## src/rtl/scr1_sha_sched_if.sv

```systemverilog
// rtl/scr1_sha_sched_if.sv - requester/engine handshake bundle for the SHA-256 block scheduler
//
// Signals (direction as seen by the scheduler, modport slave):
//   req       in   2          per-requester job request, level, held until job_done
//   nblk      in   2xNBLK_W   per-requester block count, sampled at grant
//   gnt       out  2          one-hot grant, held for the whole job
//   blk_vld   in   2          requester has its next 16-word block staged
//   blk_ack   out  2          pulse: block consumed, requester may restage
//   job_done  out  2          pulse: job finished normally
//   job_err   out  2          pulse: job aborted
//   eng_init  out  1          pulse: engine reloads the SHA-256 IV
//   eng_go    out  1          pulse: engine starts one block
//   eng_done  in   1          engine block-complete, level
//   eng_sel   out  1          which requester's data feeds the engine
//   busy      out  1          scheduler is not idle
// modport master is the requester/engine side of the same bundle.

interface scr1_sha_sched_if #(
    parameter int NBLK_W = 8
);
    logic [1:0]             req;
    logic [1:0][NBLK_W-1:0] nblk;
    logic [1:0]             gnt;
    logic [1:0]             blk_vld;
    logic [1:0]             blk_ack;
    logic [1:0]             job_done;
    logic [1:0]             job_err;
    logic                   eng_init;
    logic                   eng_go;
    logic                   eng_done;
    logic                   eng_sel;
    logic                   busy;

    modport master (
        output req, nblk, blk_vld, eng_done,
        input  gnt, blk_ack, job_done, job_err, eng_init, eng_go, eng_sel, busy
    );

    modport slave (
        input  req, nblk, blk_vld, eng_done,
        output gnt, blk_ack, job_done, job_err, eng_init, eng_go, eng_sel, busy
    );
endinterface

```

## src/rtl/scr1_sha_sched.sv

```systemverilog
// rtl/scr1_sha_sched.sv - two-requester job scheduler for a shared SHA-256 block engine
//
// Grants one of two requesters by round-robin, initialises the engine once per
// job, then feeds it the requester's blocks one at a time until the job's block
// count is exhausted or the requester withdraws its request.
//
// Ports:
//   clk   in   single clock, rising edge
//   rst   in   synchronous, active-high reset
//   bus   scr1_sha_sched_if.slave - requester and engine handshake (see interface)
//
// Parameters:
//   NBLK_W    width of the per-job block count
//   WDOG_CYC  engine-done timeout in WAIT cycles (watchdog build only)
//
// Build option:
//   SCR1_SHA_SCHED_WDOG_EN - when defined, a WAIT that lasts WDOG_CYC cycles
//   without eng_done aborts the job and re-initialises the engine.

module scr1_sha_sched #(
    parameter int NBLK_W   = 8,
    parameter int WDOG_CYC = 64
) (
    input  logic            clk,
    input  logic            rst,
    scr1_sha_sched_if.slave bus
);
    typedef enum logic [2:0] {
        S_IDLE, S_INIT, S_LOAD, S_GO, S_WAIT, S_NEXT
    } state_t;

    state_t            state_q;
    logic [1:0]        gnt_q, blk_ack_q, job_done_q, job_err_q;
    logic              eng_init_q, eng_go_q, eng_sel_q, busy_q;
    logic              rr_q;          // requester that has priority on a tie
    logic [NBLK_W-1:0] cnt_q;         // blocks still to run in the current job

    logic              win_d;
    logic [NBLK_W-1:0] cnt_d;
    logic              abort_d;

`ifdef SCR1_SHA_SCHED_WDOG_EN
    localparam int WD_W = $clog2(WDOG_CYC + 1);
    logic [WD_W-1:0] wdog_q;
`else
    if (WDOG_CYC < 0) begin : g_wdog_absent
    end
`endif

    always_comb begin
        win_d   = bus.req[rr_q] ? rr_q : ~rr_q;
        cnt_d   = (bus.nblk[win_d] == '0) ? NBLK_W'(1) : bus.nblk[win_d];
        // Once the final NEXT has issued job_done the job is complete, so a
        // request dropped in that cycle must not also raise job_err.
        abort_d = (state_q != S_IDLE) && !bus.req[eng_sel_q] &&
                  !((state_q == S_NEXT) && (cnt_q == '0));
    end

    always_ff @(posedge clk) begin
        if (rst) begin
            state_q    <= S_IDLE;
            gnt_q      <= '0;
            blk_ack_q  <= '0;
            job_done_q <= '0;
            job_err_q  <= '0;
            eng_init_q <= 1'b0;
            eng_go_q   <= 1'b0;
            eng_sel_q  <= 1'b0;
            busy_q     <= 1'b0;
            rr_q       <= 1'b0;
            cnt_q      <= '0;
`ifdef SCR1_SHA_SCHED_WDOG_EN
            wdog_q     <= '0;
`endif
        end else begin
            blk_ack_q  <= '0;
            job_done_q <= '0;
            job_err_q  <= '0;
            eng_init_q <= 1'b0;
            eng_go_q   <= 1'b0;

            if (abort_d) begin
                job_err_q <= gnt_q;
                gnt_q     <= '0;
                busy_q    <= 1'b0;
                state_q   <= S_IDLE;
            end else begin
                case (state_q)
                    S_IDLE: begin
                        if (|bus.req) begin
                            gnt_q      <= 2'(2'b01 << win_d);
                            eng_sel_q  <= win_d;
                            rr_q       <= ~win_d;
                            cnt_q      <= cnt_d;
                            eng_init_q <= 1'b1;
                            busy_q     <= 1'b1;
                            state_q    <= S_INIT;
                        end
                    end
                    S_INIT: state_q <= S_LOAD;
                    S_LOAD: begin
                        if (bus.blk_vld[eng_sel_q]) begin
                            state_q <= S_GO;
                        end
                    end
                    S_GO: begin
                        // A done still high from the previous block would be
                        // mistaken for this block's completion in WAIT.
                        if (!bus.eng_done) begin
                            eng_go_q <= 1'b1;
                            state_q  <= S_WAIT;
`ifdef SCR1_SHA_SCHED_WDOG_EN
                            wdog_q   <= '0;
`endif
                        end
                    end
                    S_WAIT: begin
                        if (bus.eng_done) begin
                            blk_ack_q <= gnt_q;
                            cnt_q     <= cnt_q - NBLK_W'(1);
                            if (cnt_q == NBLK_W'(1)) begin
                                job_done_q <= gnt_q;
                            end
                            state_q <= S_NEXT;
                        end
`ifdef SCR1_SHA_SCHED_WDOG_EN
                        else if (wdog_q == WD_W'(WDOG_CYC - 1)) begin
                            // Engine state is unknown after a hang; reload the IV.
                            job_err_q  <= gnt_q;
                            eng_init_q <= 1'b1;
                            gnt_q      <= '0;
                            busy_q     <= 1'b0;
                            state_q    <= S_IDLE;
                        end else begin
                            wdog_q <= wdog_q + WD_W'(1);
                        end
`endif
                    end
                    S_NEXT: begin
                        if (cnt_q == '0) begin
                            gnt_q   <= '0;
                            busy_q  <= 1'b0;
                            state_q <= S_IDLE;
                        end else begin
                            state_q <= S_LOAD;
                        end
                    end
                    default: begin
                        gnt_q   <= '0;
                        busy_q  <= 1'b0;
                        state_q <= S_IDLE;
                    end
                endcase
            end
        end
    end

    assign bus.gnt      = gnt_q;
    assign bus.blk_ack  = blk_ack_q;
    assign bus.job_done = job_done_q;
    assign bus.job_err  = job_err_q;
    assign bus.eng_init = eng_init_q;
    assign bus.eng_go   = eng_go_q;
    assign bus.eng_sel  = eng_sel_q;
    assign bus.busy     = busy_q;
endmodule

```

## src/flat_wrapper.sv

```systemverilog
// flat-port wrapper written by rule: the top's interface ports become plain ports
module scr1_sha_sched_flat 
#(
    parameter int NBLK_W   = 8,
    parameter int WDOG_CYC = 64
)
  (clk, rst, bus_req, bus_nblk, bus_blk_vld, bus_eng_done, bus_gnt, bus_blk_ack, bus_job_done, bus_job_err, bus_eng_init, bus_eng_go, bus_eng_sel, bus_busy);
  scr1_sha_sched_if #(.NBLK_W(NBLK_W)) bus_i ();
  input  logic clk;
  input  logic rst;
  input wire logic [$bits(bus_i.req)-1:0] bus_req;
  input wire logic [$bits(bus_i.nblk)-1:0] bus_nblk;
  input wire logic [$bits(bus_i.blk_vld)-1:0] bus_blk_vld;
  input wire logic [$bits(bus_i.eng_done)-1:0] bus_eng_done;
  output wire logic [$bits(bus_i.gnt)-1:0] bus_gnt;
  output wire logic [$bits(bus_i.blk_ack)-1:0] bus_blk_ack;
  output wire logic [$bits(bus_i.job_done)-1:0] bus_job_done;
  output wire logic [$bits(bus_i.job_err)-1:0] bus_job_err;
  output wire logic [$bits(bus_i.eng_init)-1:0] bus_eng_init;
  output wire logic [$bits(bus_i.eng_go)-1:0] bus_eng_go;
  output wire logic [$bits(bus_i.eng_sel)-1:0] bus_eng_sel;
  output wire logic [$bits(bus_i.busy)-1:0] bus_busy;
  assign bus_i.req = bus_req;
  assign bus_i.nblk = bus_nblk;
  assign bus_i.blk_vld = bus_blk_vld;
  assign bus_i.eng_done = bus_eng_done;
  assign bus_gnt = bus_i.gnt;
  assign bus_blk_ack = bus_i.blk_ack;
  assign bus_job_done = bus_i.job_done;
  assign bus_job_err = bus_i.job_err;
  assign bus_eng_init = bus_i.eng_init;
  assign bus_eng_go = bus_i.eng_go;
  assign bus_eng_sel = bus_i.eng_sel;
  assign bus_busy = bus_i.busy;
  scr1_sha_sched #(.NBLK_W(NBLK_W), .WDOG_CYC(WDOG_CYC)) u_core (.clk(clk), .rst(rst), .bus(bus_i));
endmodule
```

## config.mk

```make
export PLATFORM = sky130hd
export DESIGN_NAME = scr1_sha_sched_flat
export DESIGN_NICKNAME = d
export VERILOG_FILES = /design/src/rtl/scr1_sha_sched_if.sv /design/src/rtl/scr1_sha_sched.sv /design/src/flat_wrapper.sv
export SDC_FILE = /design/constraint.sdc
export NUM_CORES = 1
export LEC_CHECK = 0
export ABC_AREA = 1
export CAP_MARGIN = 20
export CORE_ASPECT_RATIO = 1.75
export CORE_MARGIN = 10
export CORE_UTILIZATION = 49
export DETAILED_ROUTE_END_ITERATION = 7
export GPL_TIMING_DRIVEN = 0
export HOLD_SLACK_MARGIN = 0.06
export PLACE_DENSITY = 0.79
export SETUP_SLACK_MARGIN = 0.2
export SYNTH_ARGS = -nofsm -noshare
export SYNTH_HDL_FRONTEND = slang
export SYNTH_SLANG_ARGS = --single-unit
```

## constraint.sdc

```tcl
create_clock -name clk -period 1.8 [get_ports clk]
set_input_delay 0.27 -clock clk [delete_from_list [all_inputs] [get_ports clk]]
set_output_delay 0.27 -clock clk [all_outputs]
set_load 0.02 [all_outputs]
```

======== Yosys cells after proc, flatten, opt, wreduce, memory -nomap -nowiden ========
Cells that the tools add are included.
storage, ports and cells
  register bits after elaboration ......... 24
  input port bits ......................... 23
  output and inout port bits .............. 12
  logic and storage cells ................. 85
cells by class
  add/sub/neg operators ................... 1
  $lt $le $gt $ge ......................... 3
  equality and inequality tests ........... 11
  shift operators ......................... 1
  multiplexer cells ....................... 27
  bitwise operators ....................... 9
  reductions and logical operators ........ 22
operators by type and width
  operator                                             count
  two-way mux 8 bit                                    5
  one-hot mux 3 bit (6 select lines)                   1
  zero test 8 bit                                      2
  one-hot mux 8 bit (2 select lines)                   1
  two-way mux 3 bit                                    4
  two-way mux 1 bit                                    11
  inverter 1 bit                                       9
  equality test 8 x 1 -> 1 bit, second input constant  1
  AND reduction 4 bit                                  2
  OR reduction 4 bit                                   2
  subtractor 8 x 1 -> 8 bit, second input constant     1
  equality test 3 x 2 -> 1 bit, second input constant  2
  equality test 3 bit, second input constant           2
  < comparator 1 x 2 -> 1 bit, second input constant   3
  two-way mux 2 bit                                    3
  != test 2 bit, second input constant                 3
  one-hot mux 2 bit (3 select lines)                   1
  AND reduction 3 bit                                  2
  OR reduction 2 bit                                   3
  OR reduction 3 bit                                   2
  OR reduction 5 bit                                   1
  != test 2 x 1 -> 1 bit, second input constant        2
  equality test 3 x 1 -> 1 bit, second input constant  1
  logical AND 1 bit                                    3
  other kinds (6)                                      7

======== Longest topological paths before layout ========
Gate-level depths: netlist (run 1).
  depth in word-level cells ............... 9
  depth in mapped cells ................... 11
  mapped depth without buffers ............ 11

======== Least setup slack after synthesis (run 1) ========
OpenSTA, ideal clock, no wires.
  path type ............................... reg2reg
  from .................................... register u_core.cnt_q[0]
  to ...................................... register u_core.cnt_q[3]
  library setup time ...................... 0.137 ns
  arrival ................................. 1.297 ns
  data required time ...................... 1.663 ns
  path slack .............................. 0.366 ns
  cell stages (with the launch flop) ...... 11
  path buffers ............................ 1
  period minus slack after synthesis ...... 1.434 ns
  cell sequence ........................... dfxtp_1 > inv_1 > ha_1 > nand2_1 > nor2_1 > nand2_1 > nand2_2 > nand2_4 > buf_6 > o21ai_2 > a21oi_1
on the way
  cells in the longest elaborated chain, start to end .. 6
  elaborated cells on any way between the ends .. 9
  classes of those cells .................. add/sub: 1; mux: 2; bitwise: 1; reduce/logical: 5
ends and longest elaborated chain
  element                                                            line                   RTL
  from (decl)                                                        scr1_sha_sched.sv:36   logic [NBLK_W-1:0] cnt_q;
  from (signal assigned)                                             scr1_sha_sched.sv:94   cnt_q <= cnt_d;
  from (signal assigned)                                             scr1_sha_sched.sv:120  cnt_q <= cnt_q - NBLK_W'(1);
  branches (longest 6 deep; another with subtractor 8 x 1 -> 8 bit)  -
Parallel ways; which one is timed is not known. The select of a mux whose other input is x is not followed.
A chain may end at the register's enable or synchronous reset.

======== Worst setup path after layout (run 1) ========
  from .................................... register u_core.gnt_q[0], in the netlist u_core.bus.gnt[0]
  to ...................................... output bus_gnt[0]
RTL lines
  element                 line                  RTL
  from (decl)             scr1_sha_sched.sv:33  logic [1:0] gnt_q, blk_ack_q, job_done_q, job_err_q;
  from (signal assigned)  scr1_sha_sched.sv:91  gnt_q <= 2'(2'b01 << win_d);
  to (decl)               flat_wrapper.sv:15    output wire logic [$bits(bus_i.gnt)-1:0] bus_gnt;
No word-level cell between the ends.

==> flow_summary_export.csv, run 1 <==
group,metric,value,unit
pwr,powerDensity,1519,nW/µm²
critical_path,critical_path.top_delay_family,"buffers and inverters",
cts,clock_sink_count,24,
global_route,wire_length_of_the_first_global_routing_pass,6.658,mm
hold_path,hold_class,"register to register",
hold_path,hold_path_startpoint,"u_core.cnt_q[7]$_SDFFE_PP0P_",
hold_path,worstHoldPathCells,2,
critical_path,setup.worst_path.start_class,"register",
placed_design,port-buffer-count,34,
yosys,post-synth-top-area-cell,"sky130_fd_sc_hd__dfxtp_1",
route,detail-route-antenna-nets,0,
floorplanning,i_o_pin_total,35,
cells_and_area,final.fill_count,254,
floorplanning,floorplan.initialDensity,0.5214,
yosys,synth.yosys.seq_area_share,0.3348,
global_route,vias_in_the_first_global_route,1534,
route,drc_errors,0,
cts,cts_buffers,3,
placed_design,final_wtd_congestion,0.9094,
route,dr.pass1.iters,4,
timing,finalSetupTns,0,ns
route,route.detailed.vias_per_inst,5.333,
floorplanning,die_area,5579,µm²
route,dr_total_vias,1552,
timing,setup_repair_after_global_routing_missed_its_margin,"no",
outcome,outcome,"completed",
timing,finalCriticalPeriod,1.543,ns
route,detail_route.wl_per_cell,13.51,µm
critical_path,critical-path-slowest-cell,"sky130_fd_sc_hd__clkdlybuf4s50_1",
timing,report.final.setup_viol,0,
yosys,synth.top_cells.by_count,"sky130_fd_sc_hd__nand2_1 (54), sky130_fd_sc_hd__inv_1 (29), sky130_fd_sc_hd__dfxtp_1 (24)",
yosys,ys_warns,0,
critical_path,setup.worst_path.end_class,"output port",
global_route,grt.overflow.total,0,
cts,clock_insertion_delay_worst_skew,0.27,ns
cts,clkTransAtPathRegs,0.08,ns
yosys,synth.top_cells.by_area,"sky130_fd_sc_hd__dfxtp_1 (33%), sky130_fd_sc_hd__nand2_1 (14%), sky130_fd_sc_hd__inv_1 (7.6%), sky130_fd_sc_hd__nand3_1 (5.6%), sky130_fd_sc_hd__nor2_1 (5.0%)",
floorplanning,die_y,91.59,µm
timing,timing.final.hold_violations,0,
critical_path,cp_data_arrival_time,1.27,ns
floorplanning,floorplan.die.width,60.91,µm
floorplanning,floorplan.rows,25,
pwr,total_leakage_power,0.8906,nW
critical_path,regToRegSetupSlack,0.29,ns
yosys,mappedNetlistNets,244,
critical_path,ff2ff_path_depth,10,
yosys,synth-seq-cells,24,
timing,maxSlewViolCount,0,
yosys,synth_async_sr_flop_share,0,
global_route,grt_start_max_net_pins,15,
hold_path,worst_hold_path.endpoint,"u_core.cnt_q[7]$_SDFFE_PP0P_",
timing,period_share,0.8570,
critical_path,crit_reg_reg_endpoint,"u_core.cnt_q[3]$_SDFFE_PP0P_",
critical_path,critPathMaxStageDelay,0.62,ns
placed_design,post_placement_cell_count,280,
global_route,grtUsageTotal,0.1453,
critical_path,worst-setup-path-type,"register to output port",
yosys,syn-mean-instance-area,6.553,µm²
critical_path,critical_path_cell_count,1,
timing,worst_clock_skew,0.0007687,ns
cells_and_area,diodes,0,
cts,tritoncts,"built",
yosys,post-synth-top-area-fraction,0.3348,
yosys,edff_count_synth,0,
cells_and_area,finalCoreUtilization,0.7168,
critical_path,crit_chain,"clkdlybuf4s50_1",
global_route,initial_antenna_violation_count,0,
floorplanning,core_area,2753,µm²
route,totalWireLength,3.930,mm
timing,maxClockFrequency,0.6483,GHz
cells_and_area,design.final.nets,290,
critical_path,worstReg2RegStart,"u_core.cnt_q[0]$_SDFFE_PP0P_",
route,initialDrtViolationCount,49,
cells_and_area,post_route_cells_drive_above_1_share,0.1932,
yosys,cells_after_synthesis,219,
cells_and_area,finish.cell_count_without_fillers,291,
yosys,netlist_area,1435,µm²
timing,slew-limit-headroom,0.6317,
critical_path,worstPathBufferInverterCount,1,
cts,htree_levels,1,
job,max-cap-violations,0,
cts,cts-root-buf,"sky130_fd_sc_hd__clkbuf_8",
critical_path,worst_ep_required_time,1.53,ns
critical_path,critPathMaxFanout,3,
timing,worst_pin_slew,0.5525,ns
cts,holdBufCountCts,0,
cells_and_area,flow.area_growth_from_synthesis,37.49,%
cts,clock_path_buffers,2,
pwr,max-vdd-ir-drop,1.199,mV
yosys,synth.distinct_cells,26,
yosys,dominantRegCellSynth,"sky130_fd_sc_hd__dfxtp_1",
pwr,post-layout-total-power,2.998,mW
placed_design,dp_hpwl,3.083,mm
yosys,synth.most_common_cell,"sky130_fd_sc_hd__nand2_1",
## flip-flops by register name, summed over array words and instances (netlist names)
register,cells
u_core.bus.eng_sel,1
u_core.bus.gnt,2
u_core.bus.job_done,2
u_core.bus.blk_ack,2
u_core.rr_q,1
u_core.bus.job_err,2
u_core.bus.eng_init,1
u_core.bus.eng_go,1
u_core.bus.busy,1
u_core.cnt_q,8
u_core.state_q,3
## worst max-delay path by stage
stage / slack, ns / start / to
floorplan: 0.37 / u_core.cnt_q[0]$_SDFFE_PP0P_ / u_core.cnt_q[3]$_SDFFE_PP0P_
global placement: -0.04 / bus_req[1] / u_core.cnt_q[0]$_SDFFE_PP0P_
detailed placement: -0.02 / bus_req[1] / u_core.cnt_q[0]$_SDFFE_PP0P_
CTS: 0.22 / u_core.bus.eng_sel$_SDFFE_PP0P_ / bus_eng_sel
global route: 0.19 / u_core.cnt_q[0]$_SDFFE_PP0P_ / u_core.cnt_q[3]$_SDFFE_PP0P_
finish: 0.26 / u_core.bus.gnt[0]$_SDFFE_PP0P_ / bus_gnt[0]
## report_power, final
part	leakage, nW	switching [mW]	internal, mW
Combinational	0.658	1.00	0.680
Sequential	0.197	0.151	0.689
Clock	0.0357	0.176	0.297
Total	0.891	1.33	1.67
## cell type report
class	instances	area, µm²	area share
Clock buffer	3	41.29	0.02093
Inverter	34	132.6	0.06722
Tap cell	27	33.78	0.01712
Buffer	4	41.29	0.02093
Multi-Input combinational cell	157	817.0	0.4141
Timing Repair Buffer	41	395.4	0.2004
Sequential cell	24	481.7	0.2441
Clock inverter	1	30.03	0.01522
## cell families after synthesis
kind of cell | synth area share
AO/OA/AOI/OAI | 0.1465
AND/OR/NAND/NOR | 0.3827
adder cells (fa/ha/maj) | 0.01743
buffers and inverters | 0.1186
flip-flops | 0.3348
## routing by layer
metal	routed length [µm]	global-route usage	vias to the layer above	share of wire
li1	-	-	795	-
met1	1446	0.1476	710	0.37
met2	2195	0.2705	34	0.56
met3	142	0.01674	13	0.036
met4	146	0.06618	0	0.037
met5	0	0	-	0
## metrics by stage
| step | setup WS [ns] | cell area, µm² | hold WS (ns) |
|---|---|---|---|
| final | 0.2575 | 1973 | 0.4629 |
| after global routing | 0.1888 | 1973 | 0.4905 |
| after CTS | 0.2156 | 1898 | 0.4682 |
| after detailed placement | -0.02241 | 1809 | 0.4572 |
| after global placement | -0.03561 | 1809 | 0.4470 |
| after floorplan | 0.3661 | 1435 | 0.3485 |
## layout by cell type, fill, tap and decap left out, drive strengths merged, types with 3 or more instances in the layout
master and count:
nor2 23, dfxtp 24, clkdlybuf4s50 33, a21oi 17
o21ai 16, nand4 3, clkbuf 4, buf 10
inv 33, nand3 16, nand2 65, nor3 8
## what timing repair did
action | in CTS | in global routing
endpoints found under the setup margin | 4 | 20
setup buffers | 2 | 5
resized for setup | 1 | 14
gates cloned | 0 | 0
pin swaps | 1 | 2
Power figures use the tool's default switching activity.
==> run 2, diff against run 1 <==
--- a/config.mk
+++ b/config.mk
@@ -12,7 +12,7 @@
 export CORE_UTILIZATION = 49
 export DETAILED_ROUTE_END_ITERATION = 7
 export GPL_TIMING_DRIVEN = 0
-export HOLD_SLACK_MARGIN = 0.06
+export HOLD_SLACK_MARGIN = 0.05
 export PLACE_DENSITY = 0.79
 export SETUP_SLACK_MARGIN = 0.2
 export SYNTH_ARGS = -nofsm -noshare
==> constraint.sdc (replaced) <==
create_clock -name clk -period 1.49 [get_ports clk]
set_input_delay 0.2235 -clock clk [delete_from_list [all_inputs] [get_ports clk]]
set_output_delay 0.2235 -clock clk [all_outputs]
set_load 0.02 [all_outputs]
==> run 2 against run 1 <==
Compared with the run above:
- final cell count rose by 3.1%
- cell area rose by 14%
- clock-buffer cell count did not move
- via count rose by 5.9%
- critical path depth rose by 8
- sequential power rose by 30%
- wire length rose by 14%
- clock power rose by 24%
- largest cell class unchanged
- largest power group unchanged
- highest routed layer unchanged
==> flow_summary_export.csv, run 2 (same netlist as run 1, synthesis figures left out) <==
group,metric,value,unit
cts,cts-root-buf,"sky130_fd_sc_hd__clkbuf_8",
pwr,total_leakage_power,1.059,nW
global_route,gr-max-usage-layer,"met2",
timing,finalSetupTns,0,ns
job,max-cap-violations,0,
global_route,grt_start_max_net_pins,15,
timing,final.setup.worst_slack,0.05033,ns
cells_and_area,area_used_by_multi_input_combinational_logic,992.2,µm²
global_route,grtUsageTotal,0.1558,
critical_path,ff2ff_path_depth,9,
cells_and_area,final.fill_count,184,
placed_design,dp_hpwl,2.929,mm
global_route,wire_length_of_the_first_global_routing_pass,7.031,mm
cells_and_area,finalCoreUtilization,0.8168,
floorplanning,die_area,5579,µm²
route,drc_errors,0,
global_route,grt.overflow.total,0,
placed_design,port-buffer-count,34,
route,detail-route-antenna-nets,0,
timing,worst_clock_skew,0.008476,ns
cells_and_area,seq_area,498.0,µm²
cts,tritoncts,"built",
global_route,met1_usage,0.1497,
timing,maxClockFrequency,0.6946,GHz
timing,report.final.setup_viol,0,
floorplanning,i_o_pin_total,35,
cts,clock_insertion_delay_worst_skew,0.28,ns
cells_and_area,layout_commonest_cell,"sky130_fd_sc_hd__nand2_1",
timing,slew-limit-headroom,0.6185,
global_route,initial_antenna_violation_count,0,
critical_path,setup.worst_path.end_class,"register",
timing,finalCriticalPeriod,1.440,ns
cells_and_area,diodes,0,
cells_and_area,largest_register,"u_core.cnt_q",
pwr,post-layout-total-power,4.460,mW
hold_path,worstHoldPathCells,2,
cells_and_area,final_cell_mix,"sky130_fd_sc_hd__nand2_1 (44), sky130_fd_sc_hd__inv_1 (25), sky130_fd_sc_hd__clkdlybuf4s50_1 (20)",
floorplanning,floorplan.initialDensity,0.5214,
floorplanning,core_area,2753,µm²
pwr,powerDensity,1983,nW/µm²
outcome,outcome,"completed",
placed_design,final_wtd_congestion,0.9378,
global_route,grt_util_met3,0.01813,
critical_path,critPathMaxFanout,5,
timing,worst_pin_slew,0.5722,ns
route,dr_total_vias,1644,
floorplanning,floorplan.rows,25,
critical_path,worst-setup-path-type,"register to register",
floorplanning,floorplan.die.width,60.91,µm
cells_and_area,flow.area_growth_from_synthesis,56.67,%
timing,period_share,0.9662,
cts,clkTransAtPathRegs,0.09,ns
cts,htree_levels,1,
cells_and_area,post_route_cells_drive_above_1_share,0.3407,
route,dr.pass1.iters,4,
cells_and_area,max_ffs_per_register,8,
route,totalWireLength,4.486,mm
placed_design,pre_cts_ws,-0.2728,ns
route,route.detailed.vias_per_inst,5.480,
route,detail_route.wl_per_cell,14.95,µm
critical_path,setup.worst_path.start_class,"register",
cts,clock_sink_count,24,
global_route,grt_util_met2,0.2986,
pwr,max-vdd-ir-drop,1.389,mV
critical_path,cp_data_arrival_time,1.59,ns
cts,clock_path_buffers,2,
cells_and_area,design.final.nets,299,
timing,timing.final.hold_violations,0,
cts,cts_buffers,3,
cells_and_area,layout_top_registers,"u_core.cnt_q x8, u_core.state_q x3",
timing,maxSlewViolCount,0,
hold_path,hold_class,"register to register",
route,initialDrtViolationCount,61,
global_route,vias_in_the_first_global_route,1657,
critical_path,worst_ep_required_time,1.64,ns
cts,holdBufCountCts,0,
floorplanning,die_y,91.59,µm
timing,setup_repair_after_global_routing_missed_its_margin,"yes",
run 2: critical path, cell delays in order (launching register included):
cell	delay (ns)
sky130_fd_sc_hd__dfxtp_2	0.37
sky130_fd_sc_hd__nor2_2	0.17
sky130_fd_sc_hd__nand2_2	0.10
sky130_fd_sc_hd__nor2_4	0.09
sky130_fd_sc_hd__nand2_2	0.06
sky130_fd_sc_hd__nand2_4	0.10
sky130_fd_sc_hd__nand2_4	0.09
sky130_fd_sc_hd__buf_8	0.15
sky130_fd_sc_hd__o21ai_2	0.10
sky130_fd_sc_hd__a21oi_1	0.07
run 2: metrics by stage:
step	instance area, µm²	cells	hold slack, ns
3_5_place_dp	1826	280	0.4569
2_1_floorplan	1451	219	0.3020
6_report	2248	300	0.4924
5_1_grt	2248	300	0.5135
4_1_cts	2147	297	0.4690
3_3_place_gp	1826	280	0.4471
run 2: layout make-up:
cell class | count | area share
multi-input combinational | 157 | 0.4413
clock inverter | 1 | 0.01336
inverter | 34 | 0.06121
tap | 27 | 0.01503
sequential | 24 | 0.2215
clock buffer | 3 | 0.01836
buffer | 4 | 0.02003
timing repair buffer | 50 | 0.2092
run 2: repair_timing:
item | in CTS | in global routing
pin swaps | 17 | 5
buffers inserted | 11 | 3
gates cloned | 2 | 0
resized for setup | 59 | 28
endpoints found under the setup margin | 31 | 23
run 2: per-layer routing:
metal | wire [µm] | vias to the layer above
li1 | - | 812
met1 | 1671 | 781
met2 | 2552 | 41
met3 | 146 | 10
met4 | 116 | 0
met5 | 0 | -
run 2: path summary, 6_finish.rpt:
| path | from | endpoint | slack [ns] |
|---|---|---|---|
| setup / recovery | u_core.cnt_q[5]$_SDFFE_PP0P_ | u_core.cnt_q[7]$_SDFFE_PP0P_ | 0.05 |
| hold / removal | u_core.bus.busy$_SDFFE_PP0P_ | u_core.bus.busy$_SDFFE_PP0P_ | 0.49 |
| setup reg to reg | u_core.cnt_q[5]$_SDFFE_PP0P_ | u_core.cnt_q[7]$_SDFFE_PP0P_ | 0.05 |
| hold reg to reg | u_core.bus.busy$_SDFFE_PP0P_ | u_core.bus.busy$_SDFFE_PP0P_ | 0.49 |
run 2: where the power goes:
group | switching [mW] | internal, mW | leakage (nW)
Clock | 0.229 | 0.360 | 0.0357
Sequential | 0.235 | 0.858 | 0.201
Combinational | 1.59 | 1.19 | 0.823
